<file path="src/rtl/seq_alu_if.sv">
// Handshake and result bundle for seq_alu: operation request side plus result/flag side.
interface seq_alu_if #(
    parameter int WIDTH = 8
);
    logic             in_valid;
    logic             in_ready;
    logic [2:0]       op;
    logic [WIDTH-1:0] a;
    logic [WIDTH-1:0] b;
    logic             out_valid;
    logic             out_ready;
    logic [WIDTH-1:0] result;
    logic             carry;
    logic             overflow;
    logic             zero;
    logic             negative;
    logic             illegal;

    modport master (
        output in_valid, op, a, b, out_ready,
        input  in_ready, out_valid, result, carry, overflow, zero, negative, illegal
    );

    modport slave (
        input  in_valid, op, a, b, out_ready,
        output in_ready, out_valid, result, carry, overflow, zero, negative, illegal
    );
endinterface

</file>
<file path="src/rtl/seq_alu.sv">
// Multi-cycle ALU (IDLE/EXEC/DONE): add, sub, bit-serial shifts and, when SEQ_ALU_MUL_EN
// is defined, a shift-add multiplier. Without the macro op 101 is treated as illegal.
module seq_alu #(
    parameter int WIDTH = 8
) (
    input  logic      clk,
    input  logic      reset,
    seq_alu_if.slave  bus
);
    localparam int CW = $clog2(WIDTH + 1);

    localparam logic [2:0] OP_ADD = 3'b000;
    localparam logic [2:0] OP_SUB = 3'b001;
    localparam logic [2:0] OP_LSH = 3'b010;
    localparam logic [2:0] OP_RSH = 3'b011;
    localparam logic [2:0] OP_ASR = 3'b100;
`ifdef SEQ_ALU_MUL_EN
    localparam logic [2:0] OP_MUL = 3'b101;
`endif

    typedef enum logic [1:0] {IDLE, EXEC, DONE} state_t;

    state_t                   state;
    state_t                   state_nxt;

    logic [2:0]               op_p0;
    logic signed [WIDTH-1:0]  a_p0;
    logic [WIDTH-1:0]         b_p0;
    logic [CW-1:0]            cnt_p0;

    logic                     accept;
    logic                     last_exec;
    logic signed [WIDTH-1:0]  step;
    logic                     step_c;
    logic [WIDTH-1:0]         res_d;
    logic                     c_d;
    logic                     v_d;
    logic                     ill_d;

`ifdef SEQ_ALU_MUL_EN
    logic [2*WIDTH-1:0]       acc_p0;
    logic [2*WIDTH-1:0]       acc_nxt;
    logic [WIDTH:0]           mul_sum;
`endif

    function automatic logic add_ovf(input logic signed [WIDTH-1:0] x,
                                     input logic signed [WIDTH-1:0] y,
                                     input logic signed [WIDTH-1:0] s);
        return (x[WIDTH-1] == y[WIDTH-1]) && (s[WIDTH-1] != x[WIDTH-1]);
    endfunction

    function automatic logic sub_ovf(input logic signed [WIDTH-1:0] x,
                                     input logic signed [WIDTH-1:0] y,
                                     input logic signed [WIDTH-1:0] s);
        return (x[WIDTH-1] != y[WIDTH-1]) && (s[WIDTH-1] != x[WIDTH-1]);
    endfunction

    // Number of EXEC cycles; shifts are clamped to WIDTH and never shorter than one cycle.
    function automatic logic [CW-1:0] exec_len(input logic [2:0] o,
                                               input logic [WIDTH-1:0] amt);
        case (o)
            OP_LSH, OP_RSH, OP_ASR: begin
                if (amt == '0)                  return CW'(1);
                else if (amt >= WIDTH'(WIDTH))  return CW'(WIDTH);
                else                            return amt[CW-1:0];
            end
`ifdef SEQ_ALU_MUL_EN
            OP_MUL:  return CW'(WIDTH);
`endif
            default: return CW'(1);
        endcase
    endfunction

    assign bus.in_ready = (state == IDLE) && reset;
    assign accept       = bus.in_valid && bus.in_ready;
    assign last_exec    = (state == EXEC) && (cnt_p0 == CW'(1));

    always_ff @(posedge clk or negedge reset) begin
        if (!reset) state <= IDLE;
        else        state <= state_nxt;
    end

    always_comb begin
        state_nxt = state;
        case (state)
            IDLE:    if (accept) state_nxt = EXEC;
            EXEC:    if (last_exec) state_nxt = DONE;
            DONE:    if (bus.out_valid && bus.out_ready) state_nxt = IDLE;
            default: state_nxt = IDLE;
        endcase
    end

    // One-bit shift step; a zero shift amount leaves the operand untouched.
    always_comb begin
        step   = a_p0;
        step_c = 1'b0;
        if (b_p0 != '0) begin
            case (op_p0)
                OP_LSH: begin
                    step   = {a_p0[WIDTH-2:0], 1'b0};
                    step_c = a_p0[WIDTH-1];
                end
                OP_RSH: begin
                    step   = {1'b0, a_p0[WIDTH-1:1]};
                    step_c = a_p0[0];
                end
                OP_ASR: begin
                    step   = a_p0 >>> 1;
                    step_c = a_p0[0];
                end
                default: ;
            endcase
        end
    end

`ifdef SEQ_ALU_MUL_EN
    assign mul_sum = {1'b0, acc_p0[2*WIDTH-1:WIDTH]} + {1'b0, (acc_p0[0] ? b_p0 : '0)};
    assign acc_nxt = {mul_sum, acc_p0[WIDTH-1:1]};
`endif

    always_comb begin
        res_d = '0;
        c_d   = 1'b0;
        v_d   = 1'b0;
        ill_d = 1'b0;
        case (op_p0)
            OP_ADD: begin
                {c_d, res_d} = {1'b0, a_p0} + {1'b0, b_p0};
                v_d          = add_ovf(a_p0, b_p0, res_d);
            end
            OP_SUB: begin
                res_d = a_p0 - b_p0;
                c_d   = $unsigned(a_p0) < b_p0;
                v_d   = sub_ovf(a_p0, b_p0, res_d);
            end
            OP_LSH, OP_RSH, OP_ASR: begin
                res_d = step;
                c_d   = step_c;
            end
`ifdef SEQ_ALU_MUL_EN
            OP_MUL: begin
                res_d = acc_nxt[WIDTH-1:0];
                c_d   = |acc_nxt[2*WIDTH-1:WIDTH];
            end
`endif
            default: ill_d = 1'b1;
        endcase
    end

    // Stage p0: operation latched at accept, then iterated in place during EXEC.
    always_ff @(posedge clk) begin
        if (accept) begin
            op_p0  <= bus.op;
            a_p0   <= bus.a;
            b_p0   <= bus.b;
            cnt_p0 <= exec_len(bus.op, bus.b);
`ifdef SEQ_ALU_MUL_EN
            acc_p0 <= {{WIDTH{1'b0}}, bus.a};
`endif
        end else if (state == EXEC) begin
            a_p0   <= step;
            cnt_p0 <= cnt_p0 - CW'(1);
`ifdef SEQ_ALU_MUL_EN
            acc_p0 <= acc_nxt;
`endif
        end
    end

    // Result stage: loaded on the final EXEC cycle and held through DONE.
    always_ff @(posedge clk or negedge reset) begin
        if (!reset) begin
            bus.out_valid <= 1'b0;
            bus.result    <= '0;
            bus.carry     <= 1'b0;
            bus.overflow  <= 1'b0;
            bus.zero      <= 1'b0;
            bus.negative  <= 1'b0;
            bus.illegal   <= 1'b0;
        end else if (last_exec) begin
            bus.out_valid <= 1'b1;
            bus.result    <= res_d;
            bus.carry     <= c_d;
            bus.overflow  <= v_d;
            bus.zero      <= (res_d == '0);
            bus.negative  <= res_d[WIDTH-1];
            bus.illegal   <= ill_d;
        end else if ((state == DONE) && bus.out_ready) begin
            bus.out_valid <= 1'b0;
        end
    end
endmodule

</file>
<file path="src/flat_wrapper.sv">
// flat-port wrapper written by rule: the top's interface ports become plain ports
module seq_alu_flat 
#(
    parameter int WIDTH = 8
)
  (clk, reset, bus_in_valid, bus_op, bus_a, bus_b, bus_out_ready, bus_in_ready, bus_out_valid, bus_result, bus_carry, bus_overflow, bus_zero, bus_negative, bus_illegal);
  seq_alu_if #(.WIDTH(WIDTH)) bus_i ();
  input  logic clk;
  input  logic reset;
  input wire logic [$bits(bus_i.in_valid)-1:0] bus_in_valid;
  input wire logic [$bits(bus_i.op)-1:0] bus_op;
  input wire logic [$bits(bus_i.a)-1:0] bus_a;
  input wire logic [$bits(bus_i.b)-1:0] bus_b;
  input wire logic [$bits(bus_i.out_ready)-1:0] bus_out_ready;
  output wire logic [$bits(bus_i.in_ready)-1:0] bus_in_ready;
  output wire logic [$bits(bus_i.out_valid)-1:0] bus_out_valid;
  output wire logic [$bits(bus_i.result)-1:0] bus_result;
  output wire logic [$bits(bus_i.carry)-1:0] bus_carry;
  output wire logic [$bits(bus_i.overflow)-1:0] bus_overflow;
  output wire logic [$bits(bus_i.zero)-1:0] bus_zero;
  output wire logic [$bits(bus_i.negative)-1:0] bus_negative;
  output wire logic [$bits(bus_i.illegal)-1:0] bus_illegal;
  assign bus_i.in_valid = bus_in_valid;
  assign bus_i.op = bus_op;
  assign bus_i.a = bus_a;
  assign bus_i.b = bus_b;
  assign bus_i.out_ready = bus_out_ready;
  assign bus_in_ready = bus_i.in_ready;
  assign bus_out_valid = bus_i.out_valid;
  assign bus_result = bus_i.result;
  assign bus_carry = bus_i.carry;
  assign bus_overflow = bus_i.overflow;
  assign bus_zero = bus_i.zero;
  assign bus_negative = bus_i.negative;
  assign bus_illegal = bus_i.illegal;
  seq_alu #(.WIDTH(WIDTH)) u_core (.clk(clk), .reset(reset), .bus(bus_i));
endmodule
</file>
<file path="config.mk">
export PLATFORM = sky130hd
export DESIGN_NAME = seq_alu_flat
export DESIGN_NICKNAME = d
export VERILOG_FILES = /design/src/rtl/seq_alu_if.sv /design/src/rtl/seq_alu.sv /design/src/flat_wrapper.sv
export SDC_FILE = /design/constraint.sdc
export NUM_CORES = 1
export LEC_CHECK = 0
export CORE_AREA = 8 8 77 79
export DETAILED_ROUTE_END_ITERATION = 12
export DIE_AREA = 0 0 85 87
export PLACE_DENSITY = 0.85
export SYNTH_ARGS = -nofsm -noshare
export SYNTH_HDL_FRONTEND = slang
export SYNTH_SLANG_ARGS = --single-unit
</file>
<file path="constraint.sdc">
create_clock -name clk -period 4.1 [get_ports clk]
set_clock_uncertainty 0.15 [all_clocks]
set_input_delay 0.82 -clock clk [delete_from_list [all_inputs] [get_ports clk]]
set_output_delay 0.82 -clock clk [all_outputs]
set_load 0.01 [all_outputs]
</file>
==> results of run 1 <==
## power groups by stage
stage	combinational (mW)	sequential [mW]	clock (mW)
after floorplan	0.781	0.748	0
after global placement	1.09	0.767	0
after detailed placement	1.13	0.776	0
after CTS	1.14	0.767	0.315
after global routing	1.25	0.793	0.329
final	1.14	0.774	0.312
## registers in the layout, indices dropped and copies added (netlist names)
name,count
u_core.a_p0,8
u_core.b_p0,8
u_core.bus.carry,1
u_core.bus.illegal,1
u_core.bus.out_valid,1
u_core.bus.overflow,1
u_core.bus.result,8
u_core.bus.zero,1
u_core.cnt_p0,4
u_core.op_p0,3
u_core.state,2
## metrics by stage
stage                     utilization [%]  setup WS [ps]  hold slack, ps  instances  area [um^2]
after floorplan                         -           1410             281        298         2770
after global placement               64.7            920             315        380         3140
after detailed placement             64.7            911             313        380         3140
after CTS                            66.9            893             331        388         3240
after global routing                 66.9            847             368        388         3240
final                                66.9            906             327        388         3240
## area by class of cell
class,instances,area (um^2),area share [%]
clock inverter,3,40.0,1.23
timing repair buffer,39,385,11.9
multi-input combinational,229,1550,47.7
sequential,38,1070,32.9
inverter,18,67.6,2.08
tap,56,70.1,2.16
clock buffer,5,68.8,2.12
## worst paths after layout
path                                                         end  slack (ps)  cells after the start
worst min register to register  u_core.bus.result[4]$_DFFE_PN0P_         330                      2
max in group asynchronous           u_core.bus.carry$_DFFE_PN0P_        2830                      2
worst max-delay path                                bus_in_ready         910                      3
worst max register to register       u_core.bus.zero$_DFFE_PN0P_        1290                      6
min in group asynchronous       u_core.bus.result[2]$_DFFE_PN0P_         790                      2
worst min-delay path            u_core.bus.result[4]$_DFFE_PN0P_         330                      2
## cells in the final DEF, fill, tap and decap left out, drive strengths merged, types with 3 or more instances in the layout
master,instances
ha,19
or2,4
a221oi,3
dfrtp,15
inv,18
xnor2,4
xor2,4
nand3,5
nand2,40
a22oi,9
o22ai,3
clkdlybuf4s50,37
nand2b,6
mux2,7
nor2b,7
edfxtp,23
nor4,4
nor2,33
a211oi,3
o21ai,19
mux2i,8
clkbuf,5
a21oi,20
## cell families after synthesis
group / share of synthesized area, %
AO/OA/AOI/OAI: 19.4
XOR/XNOR: 2.53
adder cells (fa/ha/maj): 10.0
buffers and inverters: 5.78
flip-flops: 38.4
multiplexers: 5.87
AND/OR/NAND/NOR: 18.0
## metal layers
metal | global-route usage [%] | vias to the layer above
met1 | 21.4 | 1117
met5 | 0 | -
met3 | 3.11 | 12
met2 | 31.2 | 71
li1 | - | 1142
met4 | 6.31 | 0
## worst min-delay path, stage by stage (launching register included)
cell,delay (ps)
dfrtp_1,340
nand2_1,50
nand2_1,50
==> key figures, run 1 <==
Synthesis
  • Post-synth EDFFs: 23
  • Most instantiated cells after synthesis: nand2_1 (38), nor2_1 (33), edfxtp_1 (23)
  • Synth Warn #: 0
  • Yosys reg bits: 38
  • Netlist Area Pre-Place: 2770 um^2
  • Syn Inst Count: 298
  • Post-synth cell types: 58
  • Post-synth ARST share: 39.5%
  • Syn Area/Cell: 9.30 um^2
  • Top-count cell post-synth: nand2_1
  • Cell taking the most area after synthesis: edfxtp_1
  • Top cells by area, synth: edfxtp_1 (25%), dfrtp_1 (14%), ha_1 (8.6%)
  • Syn nets: 342
  • Share of the synthesized area in the top cell type: 24.9%
  • Main flop type after synthesis: edfxtp_1
  • Sequential-to-total area share from yosys stat: 38.4%

Placement
  • Hpwl dp: 5020 um
  • Port bufs: 37
  • Gp weighted congestion: 0.888

Detailed routing
  • Vias/cell: 6.04
  • Wirelength per Cell: 17.1 um
  • Post-DRT Antenna Nets: 0
  • Drt drc: 0
  • Drt total wl: 6620 um
  • Via count: 2342
  • Metal3 WL: 242 um
  • Met1 Wirelength: 2910 um
  • Routed length on met2: 3360 um
  • Initial DRC count: 211
  • Drt pass-1 iters: 5
  • Uppermost layer routed: met4

Power
  • Power density over the cells: 687 nW/um^2
  • P_int: 1.31 mW
  • Design Power: 2.23 mW
  • Peak VDD IR: 0.481 mV
  • Static leakage: 1.39 nW
  • Logic gate share of total power: 51.3%
  • Switch share: 41.2%
  • Clock power share: 14.0%
  • P_sw: 0.919 mW
  • Register share of total power: 34.7%

Clocking
  • CTS tree: built
  • Postcts setup bufs: 0
  • Clock latency on the worst-skew pair: 290 ps
  • Reg clk slew, reported paths: 70 ps
  • Max Root-Sink Buffers: 2
  • CTS buffer count: 5
  • CTS-repair resized insts: 0
  • # hold bufs at CTS: 0
  • H-tree depth: 2
  • # clock sinks: 38
  • Root buffer cell: clkbuf_8

GRT
  • Vias in the first global route: 2246
  • Antenna violations before repair: 0
  • GRT Total Usage: 17.8%
  • Largest net degree at the start of global routing: 25
  • GRT overflow: 0
  • First-pass GRT wire length: 10600 um

Critical path
  • Worst path cell trace: clkdlybuf4s50_1 > nor3b_1 > clkdlybuf4s50_1
  • Family with the most delay on the worst path: buffers and inverters
  • Max FO, Critical Path: 2
  • WP buf/inv: 2
  • Top cell by count, worst path: clkdlybuf4s50_1
  • Startpoint Class: input port
  • Reg-to-reg startpoint: u_core.op_p0[0]$_DFFE_PP_
  • Worst Setup SP: reset
  • Worst EP required: 3130 ps
  • Crit Path Category: input port to output pin
  • CP max-delay cell: clkdlybuf4s50_1
  • WP data arrival: 2220 ps
  • Crit. End Element: output pin
  • Max incr delay on CP: 600 ps

STA
  • Worst Tran Pin Value: 945 ps
  • Final setup fails: 0
  • RSZ-0062 raised after global routing: false
  • Hold Violations, Final: 0
  • Fmax: 0.313 GHz
  • Slew headroom: 37.0%
  • Fin crit period: 3190 ps
  • Final period utilization: 77.9%
  • Setup TNS: 0 ps
  • Final Slew Violations: 0

Flow run
  • Max cap viols: 0

Floorplan
  • Die Span X: 85 um
  • Core area: 4850 um^2
  • Ports: 38
  • Initial core utilization: 57.2%
  • Std-Cell Rows: 26
  • Die height: 87 um
  • Full die area: 7400 um^2

Finish
  • Layout cells sized above 1: 8.43%
  • Nets@finish: 375
  • Area delta synth->final: 17.0%
  • Fill count: 369
  • Antenna cell count: 0

Hold path
  • Hold Path Class: flip-flop to flip-flop
  • Hold_sp: u_core.bus.result[4]$_DFFE_PN0P_

Outcome
  • Status: finished, final reports clean
Note: power is estimated with default switching activity, not from simulation.
==> run 2, diff against run 1 <==
CORE_AREA = 8 8 84 86   (was 8 8 77 79)
DIE_AREA = 0 0 92 94   (was 0 0 85 87)
PLACE_DENSITY = 0.75   (was 0.85)
clock period = 2.7 ns   (was 4.1 ns; I/O delays follow)
==> run 2 against run 1 <==
Non-clock buffer count increased by 15. Utilization decreased by 8.4 points. Die area increased by 17%. Critical endpoint unchanged. Largest power group unchanged. Power increased by 53%. Final cell count increased by 8.8%. Combinational power increased by 67%. Sequential power increased by 46%. Routed wire length increased by 1.8%. Largest cell class unchanged. Setup slack got worse by 820 ps. Critical path depth unchanged.
==> key figures, run 2 (synthesized netlist as in run 1, its figures left out) <==
Detailed routing
  • Initial DRC count: 163 (-23%)
  • Vias/cell: 5.55 (-8.0%)
  • Drt total wl: 6740 um (+1.8%)
  • Post-DRT Antenna Nets: 0 (unchanged)
  • Drt pass-1 iters: 4 (-1)
  • Via count: 2344 (+0.085%)
  • Drt drc: 0 (unchanged)
  • Wirelength per Cell: 16.0 um (-6.4%)

Clocking
  • Root buffer cell: clkbuf_8
  • H-tree depth: 2 (unchanged)
  • Reg clk slew, reported paths: 70 ps (about the same)
  • Clock latency on the worst-skew pair: 300 ps (about the same)
  • Max Root-Sink Buffers: 2 (unchanged)
  • CTS tree: built
  • # clock sinks: 38 (unchanged)
  • CTS buffer count: 5 (unchanged)

Flow run
  • Max cap viols: 0 (unchanged)

Floorplan
  • Core area: 5750 um^2 (+19%)
  • Die height: 94 um (+8.0%)
  • Ports: 38 (unchanged)
  • Std-Cell Rows: 28 (+7.7%)
  • Initial core utilization: 48.3% (-8.9 points)
  • Full die area: 8650 um^2 (+17%)
  • Die Span X: 92 um (+8.2%)

Hold path
  • Hold Path Cell Cnt: 2 (unchanged)
  • Hold Path Class: flip-flop to flip-flop
  • Hold worst-path end: u_core.bus.result[4]$_DFFE_PN0P_
  • Hold_sp: u_core.bus.result[4]$_DFFE_PN0P_

Finish
  • Antenna cell count: 0 (unchanged)
  • Final Util: 58.5% (-8.4 points)
  • Most common cell after layout, fill and taps aside: nand2_1
  • Nets@finish: 390 (+4.0%)
  • Area delta synth->final: 21.3%
  • Fill count: 532 (+44%)
  • Largest registers: u_core.a_p0: 8 flops, u_core.b_p0: 8 flops, u_core.bus.result: 8 flops
  • Layout cells sized above 1: 12.1% (+3.7 points)
  • Most frequent cells in the layout: nand2_1 (38), clkdlybuf4s50_1 (37), nor2_1 (33)

Critical path
  • Worst Setup SP: reset
  • R2r setup slk: 200 ps (-1090 ps)
  • Reg-to-reg startpoint: u_core.b_p0[2]$_DFFE_PP_
  • Max FO, Critical Path: 2 (unchanged)
  • Crit. End Element: output pin
  • R2R depth: 9 (+3)
  • Worst EP required: 2010 ps (-1120 ps)
  • Crit Path Category: input port to output pin
  • Worst reg2reg path endpoint: u_core.bus.zero$_DFFE_PN0P_
  • WP data arrival: 1930 ps (-290 ps)
  • Startpoint Class: input port

STA
  • RSZ-0062 raised after global routing: false
  • Slew headroom: 62.4% (+25 points)
  • Final period utilization: 96.9%
  • Final setup fails: 0 (unchanged)
  • Fmax: 0.382 GHz
  • Final Slew Violations: 0 (unchanged)
  • Worst Tran Pin Value: 561 ps (-383 ps)
  • Hold Violations, Final: 0 (unchanged)
  • Fin crit period: 2620 ps
  • Setup TNS: 0 ps (unchanged)

Placement
  • Port bufs: 37 (unchanged)
  • Hpwl dp: 5320 um (+6.1%)
  • Gp weighted congestion: 0.896 (+0.88%)

GRT
  • Antenna violations before repair: 0 (unchanged)
  • GRT overflow: 0 (unchanged)
  • GRT Total Usage: 16.1% (-1.7 points)
  • First-pass GRT wire length: 11300 um (+6.7%)
  • Vias in the first global route: 2348 (+4.5%)
  • Largest net degree at the start of global routing: 16 (-36%)

Power
  • Power density over the cells: 1010 nW/um^2 (+47%)
  • Peak VDD IR: 0.442 mV (-8.1%)
  • Static leakage: 1.45 nW (+4.3%)

Outcome
  • Status: finished, final reports clean
run 2: worst max-delay path, cell delays in order:
cell	delay, ps
clkdlybuf4s50_1	530
nor3b_1	260
clkdlybuf4s50_1	600
run 2: layout make-up:
type                    count  area, um^2  share of cell area (%)
clock buffers               8        80.1                    2.38
multi-input cells         229        1560                    46.3
repair buffers             54         498                    14.8
well taps                  75        93.8                    2.79
inverters                  18        67.6                    2.01
flip-flops and latches     38        1070                    31.7
run 2: how the worst max path moves through the flow:
stage	slack, ps	endpoint	cells past startpoint
final	80	bus_in_ready	3
after global routing	10	u_core.bus.zero$_DFFE_PN0P_	8
after CTS	70	bus_in_ready	3
after detailed placement	90	bus_in_ready	3
after global placement	80	bus_in_ready	3
after floorplan	290	u_core.cnt_p0[3]$_DFFE_PP_	5
run 2: what timing repair did:
action	in CTS	in global routing
hold endpoints to repair	0	0
setup buffers	0	2
hold buffers	0	0
resized for setup	0	2
endpoints found under the setup margin	0	2
run 2: routing by layer:
| layer | part of all wire (%) | routed length (um) | global-route usage, % | up-vias |
|---|---|---|---|---|
| met1 | 43 | 2910 | 19.9 | 1105 |
| met4 | 2.9 | 194 | 7.38 | 0 |
| met5 | 0 | 0 | 0 | - |
| li1 | - | - | - | 1158 |
| met2 | 49 | 3330 | 27.1 | 65 |
| met3 | 4.5 | 303 | 2.48 | 16 |
run 2: power by group:
group          internal [mW]  leakage, nW  total (mW)  switching [mW]
clock                  0.184       0.0395       0.383           0.200
sequential             0.912        0.412        1.13           0.218
combinational          0.905        0.998        1.90           0.990
total                   2.00         1.45        3.41            1.41
run 2: metrics by stage:
step	instance area, um^2	std cells	worst slack (ps)	power, mW	hold WS (ps)
2_1_floorplan	2770	298	288	2.32	94.4
3_5_place_dp	3260	412	91.2	2.99	309
3_3_place_gp	3260	412	79.1	2.92	311
4_1_cts	3340	420	67.5	3.37	330
5_1_grt	3360	422	14.4	3.68	358
6_report	3360	422	82.4	3.41	326
